===== config.mk =====
export PLATFORM = sky130hd
export DESIGN_NAME = adc_sequencer
export DESIGN_NICKNAME = d
export VERILOG_FILES = /design/src/rtl/adc_sequencer.sv
export SDC_FILE = /design/constraint.sdc
export NUM_CORES = 1
export LEC_CHECK = 0
export CAP_MARGIN = 20
export CORE_MARGIN = 2
export CORE_UTILIZATION = 35
export DETAILED_ROUTE_END_ITERATION = 10
export PLACE_DENSITY_LB_ADDON = 0.05
export SLEW_MARGIN = 15
export SYNTH_ARGS = -nofsm -noshare
export SYNTH_HDL_FRONTEND = slang
export SYNTH_SLANG_ARGS = --single-unit

===== constraint.sdc =====
create_clock -name clk -period 4.9 [get_ports clk]
set_clock_uncertainty 0.1 [all_clocks]
set_input_delay 0.98 -clock clk [delete_from_list [all_inputs] [get_ports clk]]
set_output_delay 0.98 -clock clk [all_outputs]
set_load 0.01 [all_outputs]

===== src/rtl/adc_sequencer.sv =====
// SPI framing controller for a serial multi-channel ADC: round-robins enabled
// channels, captures the trailing data bits, and hands samples out on valid/ready.
module adc_sequencer #(
  parameter int ADC_DATLEN = 12,
  parameter int FRAME_LEN  = 16,
  parameter int CH_W       = 3,
  parameter int NUM_CH     = 8,
  parameter int SCLK_DIV   = 2,
  parameter int CONV_GAP   = 2
) (
  input  logic                  clk,
  input  logic                  rst,
  input  logic                  enable,
  input  logic [NUM_CH-1:0]     ch_mask,
  output logic                  adc_cs_n,
  output logic                  adc_sclk,
  output logic                  adc_din,
  input  logic                  adc_dout,
  output logic [ADC_DATLEN-1:0] sample_data,
  output logic [CH_W-1:0]       sample_ch,
  output logic                  sample_valid,
  input  logic                  sample_ready,
  output logic                  overrun
);

  localparam int HW = $clog2(2*FRAME_LEN+2);
  localparam int DW = $clog2(SCLK_DIV+1);
  localparam int GW = $clog2(CONV_GAP+1);

  typedef enum logic [1:0] {IDLE, FRAME, GAP} state_t;

  state_t                state;
  logic [DW-1:0]         div;
  logic [HW-1:0]         half;
  logic [GW-1:0]         gcnt;
  logic [CH_W-1:0]       ptr, cur_ch, nxt_ch;
  logic [ADC_DATLEN-1:0] shreg;
  logic                  start, idle_like, din_bit, cap_bit;
  int                    idx, kf, kr;

  // Lowest enabled channel at or after the pointer, wrapping; descending scan
  // so the nearest hit is the one that sticks.
  always_comb begin
    nxt_ch = '0;
    idx    = 0;
    for (int i = NUM_CH-1; i >= 0; i--) begin
      idx = int'(ptr) + i;
      if (idx >= NUM_CH) idx = idx - NUM_CH;
      if (ch_mask[idx]) nxt_ch = CH_W'(idx);
    end
  end

  // half counts SCLK half-periods: odd = falling edge of bit (half+1)/2,
  // even = rising edge of bit half/2.
  always_comb begin
    kf      = (int'(half) + 1) / 2;
    kr      = int'(half) / 2;
    din_bit = 1'b0;
    for (int j = 0; j < CH_W; j++)
      if (kf == CH_W + 2 - j) din_bit = cur_ch[j];
    cap_bit = kr > FRAME_LEN - ADC_DATLEN;
  end

  assign start     = enable && (|ch_mask);
  assign idle_like = (state == IDLE) || (state == GAP && gcnt == GW'(CONV_GAP));

  always_ff @(posedge clk or posedge rst) begin
    if (rst) begin
      state        <= IDLE;
      div          <= '0;
      half         <= '0;
      gcnt         <= '0;
      ptr          <= '0;
      cur_ch       <= '0;
      shreg        <= '0;
      adc_cs_n     <= 1'b1;
      adc_sclk     <= 1'b1;
      adc_din      <= 1'b0;
      sample_data  <= '0;
      sample_ch    <= '0;
      sample_valid <= 1'b0;
      overrun      <= 1'b0;
    end else begin
      if (sample_valid && sample_ready) sample_valid <= 1'b0;

      if (idle_like) begin
        if (start) begin
          state    <= FRAME;
          adc_cs_n <= 1'b0;
          cur_ch   <= nxt_ch;
          div      <= DW'(1);
          half     <= HW'(1);
          shreg    <= '0;
        end else begin
          state <= IDLE;
          if (state == IDLE && !enable) overrun <= 1'b0;
        end
      end else if (state == GAP) begin
        gcnt <= gcnt + GW'(1);
      end else if (div == DW'(SCLK_DIV)) begin
        div  <= DW'(1);
        half <= half + HW'(1);
        if (half == HW'(2*FRAME_LEN+1)) begin
          adc_cs_n     <= 1'b1;
          adc_din      <= 1'b0;
          sample_data  <= shreg;
          sample_ch    <= cur_ch;
          sample_valid <= 1'b1;
          // A same-cycle ready means the old sample was taken, not lost.
          if (sample_valid && !sample_ready) overrun <= 1'b1;
          ptr   <= (cur_ch == CH_W'(NUM_CH-1)) ? '0 : cur_ch + CH_W'(1);
          gcnt  <= GW'(1);
          state <= GAP;
        end else if (half[0]) begin
          adc_sclk <= 1'b0;
          adc_din  <= din_bit;
        end else begin
          adc_sclk <= 1'b1;
          if (cap_bit) shreg <= {shreg[ADC_DATLEN-2:0], adc_dout};
        end
      end else begin
        div <= div + DW'(1);
      end
    end
  end

endmodule

==> reports/results.txt <==
status: finished clean
Initial DRT Pass Iterations: 4
final setup TNS: 0 ns
setup violators final: 0
worst path required time: 5.00 ns
PnR worst setup slack: 1.80 ns
CP Capture Type: flop
WL/cell: 15.9 microns
total CTS buffers: 5
R2R Setup Slk: 1.80 ns
Final min period: 3.10 ns
register area share after synthesis: 0.406
Worst Path Max Fanout: 16
Iter 0 DRT Violations: 69
via count: 2254
final slew viol count: 0
Worst-path clk slew: 0.10 ns
initial core utilization: 0.357
Design Area, Final: 0.00356 sq mm
number of synthesized flops with an enable pin: 0
Die Height: 97.9 microns
Syn Inst Count: 291
post-CTS sizing: 0
hpwl dp: 4740 microns
f_max: 322 MHz
Die Span X: 97.9 microns
maximum clock path buffer count: 2
Async SR Flop Fraction: 1.00
total power: 782 uW
Area growth, synth to finish: 15.4%
period utilization: 0.633
CTS sink cnt: 50
CTS root buffer: clkbuf_8
unrepaired setup endpoints after global routing: false
# nets final: 337
R2R depth: 9
GP Congestion: 0.792
Syn Nets: 311
core area: 0.00864 sq mm
Syn. warnings: 0
Row Count: 34
Lkg Pwr: 1.49 nW
largest net degree at the start of global routing: 41
pre-CTS WS: 1.68 ns
vias in the first global route: 2204
power per cell area: 220 mW/mm^2
I/O pin count: 33
GRT Total Usage: 0.148
Remaining Overflow, GRT: 0
worst min path class: flop to flop
final WL: 6760 microns
mean post-synth cell area: 10.6 sq um
Max transition margin: 0.348
global-route wire length before repair: 11500 microns
Cell variety after synth: 51
measured slew at the worst slew-check pin: 0.975 ns
Worst Hold End: sample_data[8]
placed inst area: 0.00345 sq mm
CTS Hold Bufs: 0
Post-CTS Repair Setup Buffers: 0
Worst Setup Start Kind: flop
initial antenna violation count: 0
# diodes: 0
layout cells sized above 1: 0.138
Most used DFF post-synth: dfrtp_1
Max Cap Viol: 0
total die area: 0.00959 sq mm
Hold Startpoint: sample_data[8]
synthesized flop and latch total: 50
# port buffers: 32
Post-Syn Area: 0.00309 sq mm
fill count: 841
number of remaining DRC errors: 0
Antenna Nets Post-Route: 0
CTS tree: built
Critical Path AT: 3.20 ns
Hold Path Depth: 2
Max VDD drop: 0.0946 mV
reg2reg end: cur_ch[1]
Worst-Skew Late Latency: 0.31 ns
H-tree depth: 2
Via density: 5.29
Hold Violations, Final: 0
Hold WS: 0.386 ns
CP Class: flop to flop
worst r2r src: ptr[1]
==> cell usage in the layout, fill, tap and decap left out, types with 4 or more instances in the layout <==
| master | n |
|---|---|
| nor2_1 | 15 |
| nand2_1 | 27 |
| dfrtp_1 | 48 |
| mux2_2 | 10 |
| clkdlybuf4s50_1 | 32 |
| mux2i_1 | 10 |
| o21ai_0 | 25 |
| ha_1 | 7 |
| a21oi_1 | 20 |
| nand3_1 | 10 |
| inv_1 | 15 |
| buf_4 | 4 |
| mux4_2 | 10 |
| o31ai_1 | 6 |
| mux2_1 | 12 |
| clkbuf_8 | 5 |
| and3_1 | 4 |
| mux2i_4 | 4 |
==> how the worst max path moves through the flow <==
stage                     from   endpoint  slack, ns  depth (start not counted)
floorplan               ptr[1]  cur_ch[1]       2.13                         11
global placement    ch_mask[2]  cur_ch[1]       1.66                          7
detailed placement  ch_mask[2]  cur_ch[1]       1.68                          7
CTS                     ptr[1]  cur_ch[1]       1.78                          9
global route            ptr[1]  cur_ch[1]       1.64                          9
finish                  ptr[1]  cur_ch[1]       1.80                          9
==> stage by stage <==
step / cells / utilization
final: 426 / 0.413
after global routing: 426 / 0.413
after CTS: 426 / 0.413
after detailed placement: 418 / 0.400
after global placement: 418 / 0.400
after floorplan: 291 / -
==> Yosys cell counts (all sizes together) (3+ instances only) <==
cell type  count  area [sq um]
a211oi         3          22.5
a21oi         20           100
and2           3          18.8
and3           4          25.0
buf           11          98.8
clkbuf         6          22.5
dfrtp         48          1200
ha             7          87.6
inv           16          60.1
mux2          23           263
mux2i         14           190
mux4          11           252
nand2         27           101
nand2b         3          18.8
nand3         10          50.1
nor2          16          62.6
nor3           3          15.0
o21ai         26           130
o31ai          6          45.0
xnor2          4          42.6
xor2           4          42.6
==> worst max-delay path, cell delays in order, from the launching register on <==
cell and delay (ns):
dfrtp_1 0.34, buf_4 0.23, inv_1 0.17, ha_1 0.64, mux2_2 0.39, mux4_2 0.47
and3b_1 0.20, o2111a_1 0.24, o21ai_1 0.13, a21oi_1 0.08
==> registers in the layout (all words and copies together), names as in the netlist <==
signal	flops
overrun	1
sample_data	12
adc_din	1
ptr	3
state	2
gcnt	2
div	2
adc_cs_n	1
cur_ch	3
sample_ch	3
adc_sclk	1
half	6
shreg	12
sample_valid	1
==> area by class of cell <==
type                    count  area, sq um  share of cell area
repair buffers             36          350              0.0983
inverters                  16         60.1              0.0169
clock inverters             3         43.8              0.0123
flip-flops and latches     50         1250               0.352
well taps                 108          135              0.0379
multi-input cells         208         1650               0.463
clock buffers               5         68.8              0.0193
==> logic make-up (layout without fill, tap and decap cells) <==
logic type | count (synthesis) | count (layout) | synth area share
buffers and inverters | 33 | 60 | 0.0588
AOI/OAI and AO/OA | 67 | 67 | 0.128
DFF | 50 | 50 | 0.406
and+or+nand+nor | 78 | 78 | 0.122
adders and majority gates | 7 | 7 | 0.0284
muxes | 48 | 48 | 0.228
xor gates and xnor gates | 8 | 8 | 0.0276
==> per-layer routing <==
layer,GRT usage,up-vias,part of all wire
li1,-,1098,-
met1,0.214,1108,0.47
met2,0.225,41,0.47
met3,0.0322,7,0.046
met4,0.0427,0,0.014
met5,0,-,0
==> power by group <==
part / switching, mW / internal, mW
Combinational: 0.0333 / 0.0282
Clock: 0.150 / 0.153
Sequential: 0.00179 / 0.416
Power figures use the tool's default switching activity.
